[src/rtl/fpu_pkg.sv]
// Shared floating-point package: binary32 constants, flag bit positions and
// the normalize-stage payload used by the multiplier post-processing stage.
package fpu_pkg;

  localparam int unsigned XLEN        = 32;
  localparam int unsigned EXP_W       = 10;  // signed exponent path, covers -127..384
  localparam int unsigned EXP_FIELD_W = 8;
  localparam int unsigned MANT_W      = 23;
  localparam int unsigned PROD_W      = 48;
  localparam int unsigned FLAG_W      = 4;

  localparam int unsigned BIAS    = 127;
  localparam int unsigned EXP_MAX = 255;
  localparam logic [XLEN-1:0] QNAN = 32'h7FC0_0000;

  // Bit positions inside {invalid, overflow, underflow, inexact}
  localparam int unsigned FLAG_INVALID   = 3;
  localparam int unsigned FLAG_OVERFLOW  = 2;
  localparam int unsigned FLAG_UNDERFLOW = 1;
  localparam int unsigned FLAG_INEXACT   = 0;

  // Normalized product waiting for rounding; exp is two's complement
  typedef struct packed {
    logic              sign;
    logic [EXP_W-1:0]  exp;
    logic [MANT_W-1:0] mant;
    logic              g;
    logic              s;
    logic              is_nan;
    logic              is_inf;
    logic              is_zero;
  } s1_payload_t;

endpackage

[src/rtl/fp_mul_round_stage_if.sv]
// Handshake bundle between the multiplier core, the round stage and its consumer.
//   in_*  : product from the multiplier core (valid/ready)
//   out_* : packed binary32 result and flags {invalid, overflow, underflow, inexact}
// slave  = round stage view, master = upstream/downstream environment view.
interface fp_mul_round_stage_if;
  import fpu_pkg::*;

  logic                in_valid;
  logic                in_ready;
  logic [PROD_W-1:0]   in_prod_mant;
  logic [EXP_W-1:0]    in_exp_sum;
  logic                in_sign;
  logic                in_is_nan;
  logic                in_is_inf;
  logic                in_is_zero;
  logic                out_valid;
  logic                out_ready;
  logic [XLEN-1:0]     out_result;
  logic [FLAG_W-1:0]   out_flags;

  modport slave (
    input  in_valid, in_prod_mant, in_exp_sum, in_sign, in_is_nan, in_is_inf, in_is_zero,
    input  out_ready,
    output in_ready, out_valid, out_result, out_flags
  );

  modport master (
    output in_valid, in_prod_mant, in_exp_sum, in_sign, in_is_nan, in_is_inf, in_is_zero,
    output out_ready,
    input  in_ready, out_valid, out_result, out_flags
  );

endinterface

[src/rtl/fp_round_rne.sv]
// Combinational round-to-nearest-even of a 23-bit fraction with guard/sticky.
//   mant, g, s, exp    : unrounded fraction, guard, sticky, signed exponent
//   rnd_mant, rnd_exp  : rounded fraction and exponent (bumped on carry-out)
//   inexact            : any discarded bit was set
module fp_round_rne
  import fpu_pkg::*;
(
  input  logic [MANT_W-1:0] mant,
  input  logic              g,
  input  logic              s,
  input  logic [EXP_W-1:0]  exp,
  output logic [MANT_W-1:0] rnd_mant,
  output logic [EXP_W-1:0]  rnd_exp,
  output logic              inexact
);

  logic              round_up;
  logic [MANT_W:0]   sum;

  // Ties go to the even neighbour: only round a tie up when the LSB is odd
  assign round_up = g & (s | mant[0]);
  assign sum      = {1'b0, mant} + (MANT_W+1)'(round_up);

  // Carry-out leaves the fraction all zeros and moves the hidden one up
  assign rnd_mant = sum[MANT_W-1:0];
  assign rnd_exp  = sum[MANT_W] ? exp + EXP_W'(1) : exp;
  assign inexact  = g | s;

endmodule

[src/rtl/fp_mul_round_stage.sv]
// Two-stage post-processing for the binary32 multiplier: S1 normalizes the raw
// 48-bit product, S2 rounds (RNE), handles overflow/underflow/specials and
// holds the packed result.
//   clk, rst : clock, asynchronous active-high reset
//   bus      : slave side of fp_mul_round_stage_if (input and output handshakes)
module fp_mul_round_stage
  import fpu_pkg::*;
(
  input  logic                 clk,
  input  logic                 rst,
  fp_mul_round_stage_if.slave  bus
);

  s1_payload_t        nrm_c;
  s1_payload_t        s1;
  logic               s1_valid;
  logic               s1_en;
  logic               s2_en;

  logic [MANT_W-1:0]  rnd_mant;
  logic [EXP_W-1:0]   rnd_exp;
  logic               rnd_inexact;
  logic signed [EXP_W-1:0] rexp_s;
  logic [XLEN-1:0]    res_c;
  logic [FLAG_W-1:0]  flags_c;

  // S2 moves when empty or drained; S1 moves when empty or emptied into S2
  assign s2_en        = !bus.out_valid || bus.out_ready;
  assign s1_en        = !s1_valid || s2_en;
  assign bus.in_ready = s1_en;

  // Normalize: product of two [1,2) significands lies in [1,4)
  always_comb begin
    nrm_c         = '0;
    nrm_c.sign    = bus.in_sign;
    nrm_c.is_nan  = bus.in_is_nan;
    nrm_c.is_inf  = bus.in_is_inf;
    nrm_c.is_zero = bus.in_is_zero;
    if (bus.in_prod_mant[PROD_W-1]) begin
      nrm_c.mant = bus.in_prod_mant[46:24];
      nrm_c.g    = bus.in_prod_mant[23];
      nrm_c.s    = |bus.in_prod_mant[22:0];
      nrm_c.exp  = bus.in_exp_sum + EXP_W'(1);
    end else begin
      nrm_c.mant = bus.in_prod_mant[45:23];
      nrm_c.g    = bus.in_prod_mant[22];
      nrm_c.s    = |bus.in_prod_mant[21:0];
      nrm_c.exp  = bus.in_exp_sum;
    end
  end

  fp_round_rne u_round (
    .mant     (s1.mant),
    .g        (s1.g),
    .s        (s1.s),
    .exp      (s1.exp),
    .rnd_mant (rnd_mant),
    .rnd_exp  (rnd_exp),
    .inexact  (rnd_inexact)
  );

  assign rexp_s = $signed(rnd_exp);

  // Result selection, specials first, then range checks on the rounded exponent
  always_comb begin
    res_c   = '0;
    flags_c = '0;
    if (s1.is_nan || (s1.is_inf && s1.is_zero)) begin
      res_c                 = QNAN;
      flags_c[FLAG_INVALID] = s1.is_inf & s1.is_zero;
    end else if (s1.is_inf) begin
      res_c = {s1.sign, {EXP_FIELD_W{1'b1}}, MANT_W'(0)};
    end else if (s1.is_zero) begin
      res_c = {s1.sign, (XLEN-1)'(0)};
    end else if (rexp_s >= $signed(EXP_W'(EXP_MAX))) begin
      res_c                  = {s1.sign, {EXP_FIELD_W{1'b1}}, MANT_W'(0)};
      flags_c[FLAG_OVERFLOW] = 1'b1;
      flags_c[FLAG_INEXACT]  = 1'b1;
    end else if (rexp_s <= $signed(EXP_W'(0))) begin
      res_c                   = {s1.sign, (XLEN-1)'(0)};
      flags_c[FLAG_UNDERFLOW] = 1'b1;
      flags_c[FLAG_INEXACT]   = 1'b1;
    end else begin
      res_c                 = {s1.sign, rnd_exp[EXP_FIELD_W-1:0], rnd_mant};
      flags_c[FLAG_INEXACT] = rnd_inexact;
    end
  end

  // Pipeline registers; data only loads with a valid item so a stalled output holds
  always_ff @(posedge clk or posedge rst) begin
    if (rst) begin
      s1_valid       <= 1'b0;
      s1             <= '0;
      bus.out_valid  <= 1'b0;
      bus.out_result <= '0;
      bus.out_flags  <= '0;
    end else begin
      if (s1_en) begin
        s1_valid <= bus.in_valid;
        if (bus.in_valid) s1 <= nrm_c;
      end
      if (s2_en) begin
        bus.out_valid <= s1_valid;
        if (s1_valid) begin
          bus.out_result <= res_c;
          bus.out_flags  <= flags_c;
        end
      end
    end
  end

endmodule

[src/flat_wrapper.sv]
// flat-port wrapper written by rule: the top's interface ports become plain ports
module fp_mul_round_stage_flat import fpu_pkg::*;
  (clk, rst, bus_in_valid, bus_in_prod_mant, bus_in_exp_sum, bus_in_sign, bus_in_is_nan, bus_in_is_inf, bus_in_is_zero, bus_out_ready, bus_in_ready, bus_out_valid, bus_out_result, bus_out_flags);
  fp_mul_round_stage_if bus_i ();
  input  logic clk;
  input  logic rst;
  input wire logic [$bits(bus_i.in_valid)-1:0] bus_in_valid;
  input wire logic [$bits(bus_i.in_prod_mant)-1:0] bus_in_prod_mant;
  input wire logic [$bits(bus_i.in_exp_sum)-1:0] bus_in_exp_sum;
  input wire logic [$bits(bus_i.in_sign)-1:0] bus_in_sign;
  input wire logic [$bits(bus_i.in_is_nan)-1:0] bus_in_is_nan;
  input wire logic [$bits(bus_i.in_is_inf)-1:0] bus_in_is_inf;
  input wire logic [$bits(bus_i.in_is_zero)-1:0] bus_in_is_zero;
  input wire logic [$bits(bus_i.out_ready)-1:0] bus_out_ready;
  output wire logic [$bits(bus_i.in_ready)-1:0] bus_in_ready;
  output wire logic [$bits(bus_i.out_valid)-1:0] bus_out_valid;
  output wire logic [$bits(bus_i.out_result)-1:0] bus_out_result;
  output wire logic [$bits(bus_i.out_flags)-1:0] bus_out_flags;
  assign bus_i.in_valid = bus_in_valid;
  assign bus_i.in_prod_mant = bus_in_prod_mant;
  assign bus_i.in_exp_sum = bus_in_exp_sum;
  assign bus_i.in_sign = bus_in_sign;
  assign bus_i.in_is_nan = bus_in_is_nan;
  assign bus_i.in_is_inf = bus_in_is_inf;
  assign bus_i.in_is_zero = bus_in_is_zero;
  assign bus_i.out_ready = bus_out_ready;
  assign bus_in_ready = bus_i.in_ready;
  assign bus_out_valid = bus_i.out_valid;
  assign bus_out_result = bus_i.out_result;
  assign bus_out_flags = bus_i.out_flags;
  fp_mul_round_stage u_core (.clk(clk), .rst(rst), .bus(bus_i));
endmodule
[config.mk]
export PLATFORM = sky130hd
export DESIGN_NAME = fp_mul_round_stage_flat
export DESIGN_NICKNAME = d
export VERILOG_FILES = /design/src/rtl/fpu_pkg.sv /design/src/rtl/fp_mul_round_stage_if.sv /design/src/rtl/fp_round_rne.sv /design/src/rtl/fp_mul_round_stage.sv /design/src/flat_wrapper.sv
export SDC_FILE = /design/constraint.sdc
export NUM_CORES = 1
export LEC_CHECK = 0
export ABC_CLOCK_PERIOD_IN_PS = 2700
export BUFFER_PORTS_ARGS = -buffer_cell sky130_fd_sc_hd__buf_2
export CAP_MARGIN = 10
export CELL_PAD_IN_SITES_DETAIL_PLACEMENT = 1
export CELL_PAD_IN_SITES_GLOBAL_PLACEMENT = 1
export CORE_ASPECT_RATIO = 1.25
export CORE_MARGIN = 1
export CORE_UTILIZATION = 37
export DETAILED_ROUTE_END_ITERATION = 8
export PLACE_DENSITY = 0.86
export SLEW_MARGIN = 20
export SYNTH_ARGS = -nofsm -noshare
export SYNTH_HDL_FRONTEND = slang
export SYNTH_SLANG_ARGS = --single-unit
[constraint.sdc]
create_clock -name clk -period 2.7 [get_ports clk]
set_clock_uncertainty 0.2 [all_clocks]
set_input_delay 0.135 -clock clk [delete_from_list [all_inputs] [get_ports clk]]
set_output_delay 0.135 -clock clk [all_outputs]
set_load 0.02 [all_outputs]
### Word level (Yosys, flattened, before mapping)

Index checks and enable logic that the tools add are counted.

* bits in registers: 77
* output and inout port bits: 38

* add/subtract/negate cells: 3
* $lt $le $gt $ge: 2
* mux-type cells: 16
* bitwise operators: 4
* reduce and logical (&&, ||, !) cells: 10

Operator list (count)
* $mux 31: 4
* $mux 35: 1
* $mux 32: 1
* $add 23x1->24: 1
* $reduce_or 23->1: 1
* $reduce_or 22->1: 1
* $add 10x1->10 const B: 2
* $ge 10x9->1 const B: 1
* $le 10x1->1 const B: 1
* $mux 10: 1
* $mux 3: 3
* $mux 1: 6
* $reduce_and 2->1: 2
* $logic_or 1x1->1: 3
* $and 1x1->1: 2
* $logic_not 1->1: 2
* $or 1x1->1: 2
* $logic_and 1x1->1: 1

### Logic depth before layout (Yosys ltp)

Gate-level depths: netlist of run 1.

* depth after elaboration: 10
* depth in mapped cells: 10
* mapped depth without buffers: 9

### Hierarchy

Synthesis of run 1 repeated with hierarchy kept, for this count alone.

* cell total of the unflattened synthesis: 403
* area, all modules: 4075.2 um2

Modules (own cells, without submodules)
* fp_mul_round_stage: instances 1, cells each 306, area an instance 3362.0 um2, sequential area each 1926.8 um2
* fp_round_rne: instances 1, cells each 97, area an instance 713.2 um2, sequential area each 0.0 um2

### Worst setup path after synthesis of run 1

No wires, ideal clock.

* kind: reg2reg
* from: register u_core.s1[3] (netlist bit)
* to: register u_core.bus.out_result[0]
* library setup time: 0.092 ns
* arrival: 2.614 ns
* path slack: -0.206 ns
* stages on the path, launching flop included: 11
* path buffers: 2
* cell sequence: dfrtp_1 > o21a_1 > ha_1 > nand3_1 > or4_4 > buf_6 > nor4_1 > xnor2_1 > o31ai_4 > buf_4 > o31ai_2

* word-level cells in the longest chain between the ends: 10

RTL lines
* start, declared: line fp_mul_round_stage.sv:15 `s1_payload_t s1;`
* start signal, assigned: line fp_mul_round_stage.sv:100 `if (bus.in_valid) s1 <= nrm_c;`
* $or 1x1->1 (*): line fp_round_rne.sv:21 `assign round_up = g & (s | mant[0]);`
* $and 1x1->1 (*): line fp_round_rne.sv:21
* $add 23x1->24 (*): line fp_round_rne.sv:22 `assign sum = {1'b0, mant} + (MANT_W+1)'(round_up);`
* $mux 10: line fp_round_rne.sv:26 `assign rnd_exp = sum[MANT_W] ? exp + EXP_W'(1) : exp;`
* $le 10x1->1: line fp_mul_round_stage.sv:79 `end else if (rexp_s <= $signed(EXP_W'(0))) begin`
* $mux 31: line fp_mul_round_stage.sv:79
* $mux 31 (*): line fp_mul_round_stage.sv:75 `end else if (rexp_s >= $signed(EXP_W'(EXP_MAX))) begin`
* $mux 31 (*): line fp_mul_round_stage.sv:73 `end else if (s1.is_zero) begin`
* $mux 31 (*): line fp_mul_round_stage.sv:71 `end else if (s1.is_inf) begin`
* $mux 32 (*): line fp_mul_round_stage.sv:68 `if (s1.is_nan || (s1.is_inf && s1.is_zero)) begin`
* end signal, assigned: line fp_mul_round_stage.sv:105 `bus.out_result <= res_c;`
* end, declared: line fp_mul_round_stage_if.sv:24 `output in_ready, out_valid, out_result, out_flags`

Mark *: on every way between the ends. The rest lies on a longest branch, timed or not.
A chain may end at the register's enable or synchronous reset.

### Worst setup path in the final report of run 1

* from: register u_core.s1[5] (netlist bit)
* to: register u_core.bus.out_result[6]

* word-level cells in the longest chain between the ends: 10

RTL lines (line)
* $or 1x1->1: fp_round_rne.sv:21
* $and 1x1->1: fp_round_rne.sv:21
* $add 23x1->24 (*): fp_round_rne.sv:22
* $mux 10: fp_round_rne.sv:26
* $le 10x1->1: fp_mul_round_stage.sv:79
* $mux 31: fp_mul_round_stage.sv:79
* $mux 31 (*): fp_mul_round_stage.sv:75
* $mux 31 (*): fp_mul_round_stage.sv:73
* $mux 31 (*): fp_mul_round_stage.sv:71
* $mux 32 (*): fp_mul_round_stage.sv:68

Marks and branches as above.

==> impl_results.md, run 1 <==
- Ys Warns: 0
- Fin util: 59.9%
- Detailed Routing Iterations Pass 1: 4
- Largest net degree at the start of global routing: 51
- Number of global-route vias before repair: 4,799
- GRT overflow: 0
- Synth Register Bits: 77
- Final setup viols: 33
- Number of synthesized flops with an enable pin: 0
- Starting density of the core: 38.4%
- Antenna Nets Post-Route: 0
- Nets@finish: 755
- Number of cells produced by synthesis: 479
- First-pass GRT wire length: 24.7 mm
- DRC errors left: 0
- Ys async rst share: 100%
- Status: finished with violations
- Die H: 125 um
- Avg Cell Area, Syn: 9.40 um2
- DR vias: 4,576
- Seq/Total Area, Yosys: 42.8%
- Worst Tran Pin Value: 1.14 ns
- Lkg Pwr: 3.10 nW
- Setup WS post-layout: -0.370 ns
- Initial antenna violation count: 0
- CTS buffer count: 9
- Clock-pin slew on the worst setup and hold paths: 0.06 ns
- N_diodes: 0
- Avg WL per Cell: 20.3 um
- Layout area overhead: 55.9%
- VDD IR max: 0.000260 V
- Clk root buf: clkbuf_16
- Filler instances: 1,298
- Layout cells sized above 1: 37.1%
- Pre-CTS WS: -0.188 ns
- Max_cap viols: 0
- Period utilization: 114%
- DIE AREA: 12,600 um2
- Die X: 101 um
- Pwr Total: 3.92 mW
- Power Density: 558 nW/um2
- Slew headroom: 23.6%
- Violated checks: negative setup slack
- Setup CP Type: flip-flop to flip-flop
- GPL Wtd Cong: 0.819
- Via density: 5.39
- CTS tree: yes
- Element type at the critical path end: flip-flop
- WL final: 17.3 mm
- Row Count: 44
- Min Clock Period, post-route: 3.07 ns
- # H-tree levels: 3
- Hold Violations, Final: 0
- Main synth FF type: dfrtp_1
- Number of I/O pins: 104
- Cell area after synthesis: 4500 um2
- HPWL Detailed: 9.46 mm
- Slew Limit Fails: 0
- Fmax achieved: 326 MHz
- Sinks on Clock Net: 77
- GRT Util Overall: 25.2%
- Hold Crit Class: input port to flip-flop
- Core Region: 11,700 um2
- Worst-path maximum fanout: 7
- Syn nets: 549
- Worst Path Required: 2.72 ns
- RSZ-0062 raised after global routing: true
- Clk buf depth: 2
- Library cells used by synthesis: 48
- CP Data Arrival Time: 3.09 ns
- Input/output buffers: 103
- Critical path launch point type: flip-flop
- Clk_lat worst skew: 0.34 ns
- DRT iter0 DRCs: 287
[power by group]
| group | total, mW | switching, mW | internal [mW] |
|---|---|---|---|
| combinational | 1.21 | 0.664 | 0.548 |
| clock | 1.25 | 0.463 | 0.782 |
| sequential | 1.46 | 0.159 | 1.30 |
[per-stage QoR]
step	cells	hold slack [ns]	area (um2)	setup TNS (ns)
6_report	849	0.00686	7020	-9.98
5_1_grt	849	0.0177	7020	-12.77
4_1_cts	838	0.000377	6690	-3.55
3_5_place_dp	760	0.101	5580	-4.26
3_3_place_gp	760	0.0836	5580	-0.716
2_1_floorplan	479	0.0434	4610	0
[cells in the mapped netlist, types with 7 or more instances]
| cell | instances | area, um2 |
|---|---|---|
| nand2_1 | 104 | 390 |
| xnor2_1 | 29 | 254 |
| nor4_1 | 13 | 81.3 |
| buf_1 | 7 | 26.3 |
| mux2i_1 | 29 | 290 |
| dfrtp_1 | 77 | 1930 |
| clkbuf_1 | 20 | 75.1 |
| o31ai_2 | 20 | 250 |
| nand4_1 | 14 | 87.6 |
| nand3_1 | 12 | 60.1 |
| o21ai_0 | 36 | 180 |
| nor2_1 | 20 | 75.1 |
| xor2_1 | 15 | 131 |
[layout by cell type, fill, tap and decap left out, drive strengths merged, types with 3 or more instances in the layout]
| cell | synthesis | routed |
|---|---|---|
| a21oi | 3 | 3 |
| nand3 | 13 | 13 |
| nor3 | 7 | 7 |
| dfrtp | 77 | 77 |
| o31ai | 25 | 25 |
| nor2 | 20 | 20 |
| nand2b | 4 | 4 |
| nand4 | 15 | 15 |
| o21a | 3 | 3 |
| and4 | 4 | 4 |
| inv | 6 | 6 |
| a311oi | 6 | 6 |
| clkbuf | 20 | 15 |
| dlygate4sd3 | 0 | 54 |
| xor2 | 15 | 15 |
| ha | 4 | 4 |
| or2 | 5 | 5 |
| nor4 | 13 | 13 |
| mux2 | 4 | 4 |
| mux2i | 29 | 29 |
| buf | 12 | 171 |
| nand2 | 104 | 104 |
| or3 | 3 | 3 |
| xnor2 | 29 | 29 |
| o21ai | 36 | 36 |
[critical path, cell delays in order, from the launching register on]
cell and delay, ns:
dfrtp_1 0.40, o21a_1 0.17, ha_4 0.16, nand3_4 0.09, or4_4 0.48, buf_6 0.16, buf_6 0.11, nor3_4 0.21
mux2i_2 0.33, a41o_4 0.36, clkbuf_16 0.20, o31ai_2 0.07
[area by class of cell]
cell class	instances	area, um2	share of cell area (%)
Inverter	6	22.5	0.321
Sequential cell	77	1930	27.5
Clock inverter	1	30.0	0.428
Multi-Input combinational cell	364	2820	40.2
Tap cell	161	201	2.87
Timing Repair Buffer	227	1740	24.8
Clock buffer	13	270	3.85
[registers in the layout (all words and copies together), names as in the netlist]
| signal | count |
|---|---|
| u_core.s1 | 39 |
| u_core.s1_valid | 1 |
| u_core.bus.out_valid | 1 |
| u_core.bus.out_flags | 4 |
| u_core.bus.out_result | 32 |
[path summary, 6_finish.rpt]
path                       depth (start not counted)                 startpoint  slack [ns]                   endpoint
max in group asynchronous                          4                        rst        1.33              u_core.s1[15]
hold reg to reg                                    2  u_core.bus.out_result[31]        0.26  u_core.bus.out_result[31]
min in group asynchronous                          3                        rst        0.28  u_core.bus.out_result[28]
setup / recovery                                  11               u_core.s1[5]       -0.37   u_core.bus.out_result[6]
hold / removal                                     3          bus_in_exp_sum[4]       0.007              u_core.s1[32]
setup reg to reg                                  11               u_core.s1[5]       -0.37   u_core.bus.out_result[6]
[repair_timing]
item	4_1_cts	5_1_grt
hold buffers	54	0
pin swaps	13	29
hold endpoints to repair	71	0
gates resized for setup	27	32
endpoints found under the setup margin	32	33
buffers inserted	8	9
gates cloned	2	2
[logic make-up after synthesis]
logic type               count (synthesis)  share of synthesized area, %
AO/OA/AOI/OAI                           86                          15.4
multiplexers                            33                          7.45
adder cells (fa/ha/maj)                  4                          1.11
AND/OR/NAND/NOR                        197                          20.9
XOR/XNOR                                44                          8.56
buffers and inverters                   38                          3.83
flip-flops                              77                          42.8
[layer usage]
metal	track usage, %	share of wire, %	vias up
met2	44.7	53	154
met1	30.7	40	2271
met3	3.35	3.7	43
li1	-	-	2108
met4	9.46	2.5	0
met5	0	0	-
Note: power is estimated with default switching activity, not from simulation.
==> run 2, diff against run 1 <==
--- a/config.mk
+++ b/config.mk
@@ -5,16 +5,16 @@
 export SDC_FILE = /design/constraint.sdc
 export NUM_CORES = 1
 export LEC_CHECK = 0
-export ABC_CLOCK_PERIOD_IN_PS = 2700
+export ABC_CLOCK_PERIOD_IN_PS = 3950
 export BUFFER_PORTS_ARGS = -buffer_cell sky130_fd_sc_hd__buf_2
 export CAP_MARGIN = 10
 export CELL_PAD_IN_SITES_DETAIL_PLACEMENT = 1
 export CELL_PAD_IN_SITES_GLOBAL_PLACEMENT = 1
 export CORE_ASPECT_RATIO = 1.25
 export CORE_MARGIN = 1
-export CORE_UTILIZATION = 37
+export CORE_UTILIZATION = 44
 export DETAILED_ROUTE_END_ITERATION = 8
-export PLACE_DENSITY = 0.86
+export PLACE_DENSITY = 0.95
 export SLEW_MARGIN = 20
 export SYNTH_ARGS = -nofsm -noshare
 export SYNTH_HDL_FRONTEND = slang
==> constraint.sdc (replaced) <==
create_clock -name clk -period 3.95 [get_ports clk]
set_clock_uncertainty 0.2 [all_clocks]
set_input_delay 0.1975 -clock clk [delete_from_list [all_inputs] [get_ports clk]]
set_output_delay 0.1975 -clock clk [all_outputs]
set_load 0.02 [all_outputs]
==> run 2 against run 1 <==
Against the previous run: the run now ends clean; sequential share of layout area grew 6.0 points; count of clock-buffer cells in the layout shrank 1; setup slack improved by 0.98 ns; core utilization is 0.88 points lower; sequential power fell by 30%; sequential cell count did not move; critical path type unchanged; largest cell class unchanged; highest routed layer unchanged.
==> impl_results.md, run 2 (synthesis gave the netlist of run 1 again) <==
- Status: finished clean
- Reg area: 1930 um2
- Via density: 5.53
- Antenna Nets Post-Route: 0
- DIE AREA: 10,600 um2
- Initial antenna violation count: 0
- Most frequent cells in the layout: 103 x nand2_1, 103 x buf_2, 77 x dfrtp_1
- Layout Cells excl Fill: 736
- GRT Util Overall: 26.8%
- HPWL Detailed: 8.77 mm
- Detailed Routing Iterations Pass 1: 4
- Clk buf depth: 2
- CTS buffer count: 9
- Row Count: 40
- Worst path bufs/invs: 0
- Placed instance area: 5070 um2
- Fmax achieved: 299 MHz
- Slew headroom: 42.6%
- RSZ-0062 raised after global routing: false
- GPL Wtd Cong: 0.817
- Multi-input gate area: 2410 um2
- Worst-path maximum fanout: 24
- Worst hold margin: 0.00466 ns
- Min Clock Period, post-route: 3.34 ns
- Reg with most FFs: u_core.s1
- Number of global-route vias before repair: 4,451
- Nets@finish: 676
- GRT overflow: 0
- Slew Limit Fails: 0
- Setup CP Type: flip-flop to flip-flop
- Largest net degree at the start of global routing: 75
- Clock-pin slew on the worst setup and hold paths: 0.06 ns
- DRC errors left: 0
- Fin util: 59.0%
- # H-tree levels: 3
- Die X: 92.5 um
- Die H: 115 um
- Delay-heaviest family, CP: simple AND/OR/NAND/NOR gates
- DR vias: 4,069
- Power Density: 409 nW/um2
- Core Region: 9760 um2
- WL final: 13.3 mm
- Lkg Pwr: 2.56 nW
- Hold Crit Class: input port to flip-flop
- Final setup viols: 0
- DRT iter0 DRCs: 112
- CTS tree: yes
- Cell area after layout: 5760 um2
- Filler instances: 1,149
- CP Data Arrival Time: 3.34 ns
- VDD IR max: 0.000234 V
- Cells after DPL: 681
- Setup TNS: 0 ns
- Max_cap viols: 0
- First-pass GRT wire length: 22.0 mm
- Clk_lat worst skew: 0.34 ns
- Flop-to-flop setup slack: 0.61 ns
- Worst Tran Pin Value: 0.854 ns
- Input/output buffers: 103
- Top flop regs: u_core.s1 x39, u_core.bus.out_result x32, u_core.bus.out_flags x4
- Sinks on Clock Net: 77
- Layout cells sized above 1: 26.1%
- Avg WL per Cell: 18.1 um
- Critical Path Slowest Stage Cell: or4_4
- Max reg flops: 39
- Period utilization: 84.7%
- Critical path launch point type: flip-flop
- Hold Violations, Final: 0
- Clk root buf: clkbuf_16
- Post-CTS Setup Inserts: 0
- Layout area overhead: 27.8%
- Worst path max stage delay: 0.67 ns
- Worst Path Required: 3.94 ns
- Number of I/O pins: 104
- Element type at the critical path end: flip-flop
- Crit-path cells: o21a_1 > ha_1 > nand3_1 > or4_4 > or3_1 > mux2i_1 > a41o_4 > o31ai_1
- Starting density of the core: 46.1%
==> run 2: changes by cell type in the layout (fill, tap and decap cells not counted), sizes merged <==
cell,change
diode,+1
dlygate4sd3,-14
clkinv,+1
clkbuf,-3
buf,-63
==> run 2: what timing repair did <==
action / 4_1_cts / 5_1_grt
hold buffers: 40 / 0
endpoints found under the setup margin: 0 / 0
resized for setup: 0 / 0
hold endpoints to repair: 67 / 0
==> run 2: where the power goes <==
| part | internal (mW) | total (mW) | switching (mW) |
|---|---|---|---|
| Combinational | 0.222 | 0.536 | 0.314 |
| Sequential | 0.888 | 1.02 | 0.128 |
| Clock | 0.499 | 0.803 | 0.304 |
| Total | 1.61 | 2.36 | 0.747 |
==> run 2: final timing paths <==
path,from,endpoint,cells past startpoint
worst max-delay path,u_core.s1[5],u_core.bus.out_result[5],8
worst min-delay path,bus_in_prod_mant[39],u_core.s1[20],3
worst max register to register,u_core.s1[5],u_core.bus.out_result[5],8
worst min register to register,u_core.bus.out_flags[3],u_core.bus.out_flags[3],2
max in group asynchronous,rst,u_core.s1[23],4
min in group asynchronous,rst,u_core.s1[1],3
==> run 2: layout make-up <==
| class | count | area share (%) |
|---|---|---|
| multi-input cells | 364 | 41.9 |
| flip-flops and latches | 77 | 33.5 |
| repair buffers | 148 | 16.6 |
| clock buffers | 12 | 4.28 |
| well taps | 126 | 2.74 |
| clock inverters | 2 | 0.609 |
| inverters | 6 | 0.391 |
| diodes | 1 | 0.0435 |
==> run 2: stage by stage <==
step                      worst slack (ns)  total power, mW
after floorplan                       1.04             1.34
after global placement               0.856             1.48
after detailed placement             0.735             1.51
after CTS                            0.602             2.35
after global routing                 0.375             2.46
final                                0.606             2.36
==> run 2: routing by layer <==
metal  share of wire, %  up-vias  GRT usage, %
met5                  0        -             0
met4                2.2        0          11.4
met3                3.3       19          3.51
met2                 53      122          48.7
met1                 42     1987          31.7
li1                   -     1941             -
==> run 2: worst min-delay path, stage by stage <==
cell,delay (ns)
buf_2,0.10
mux2i_1,0.07
o21ai_0,0.14
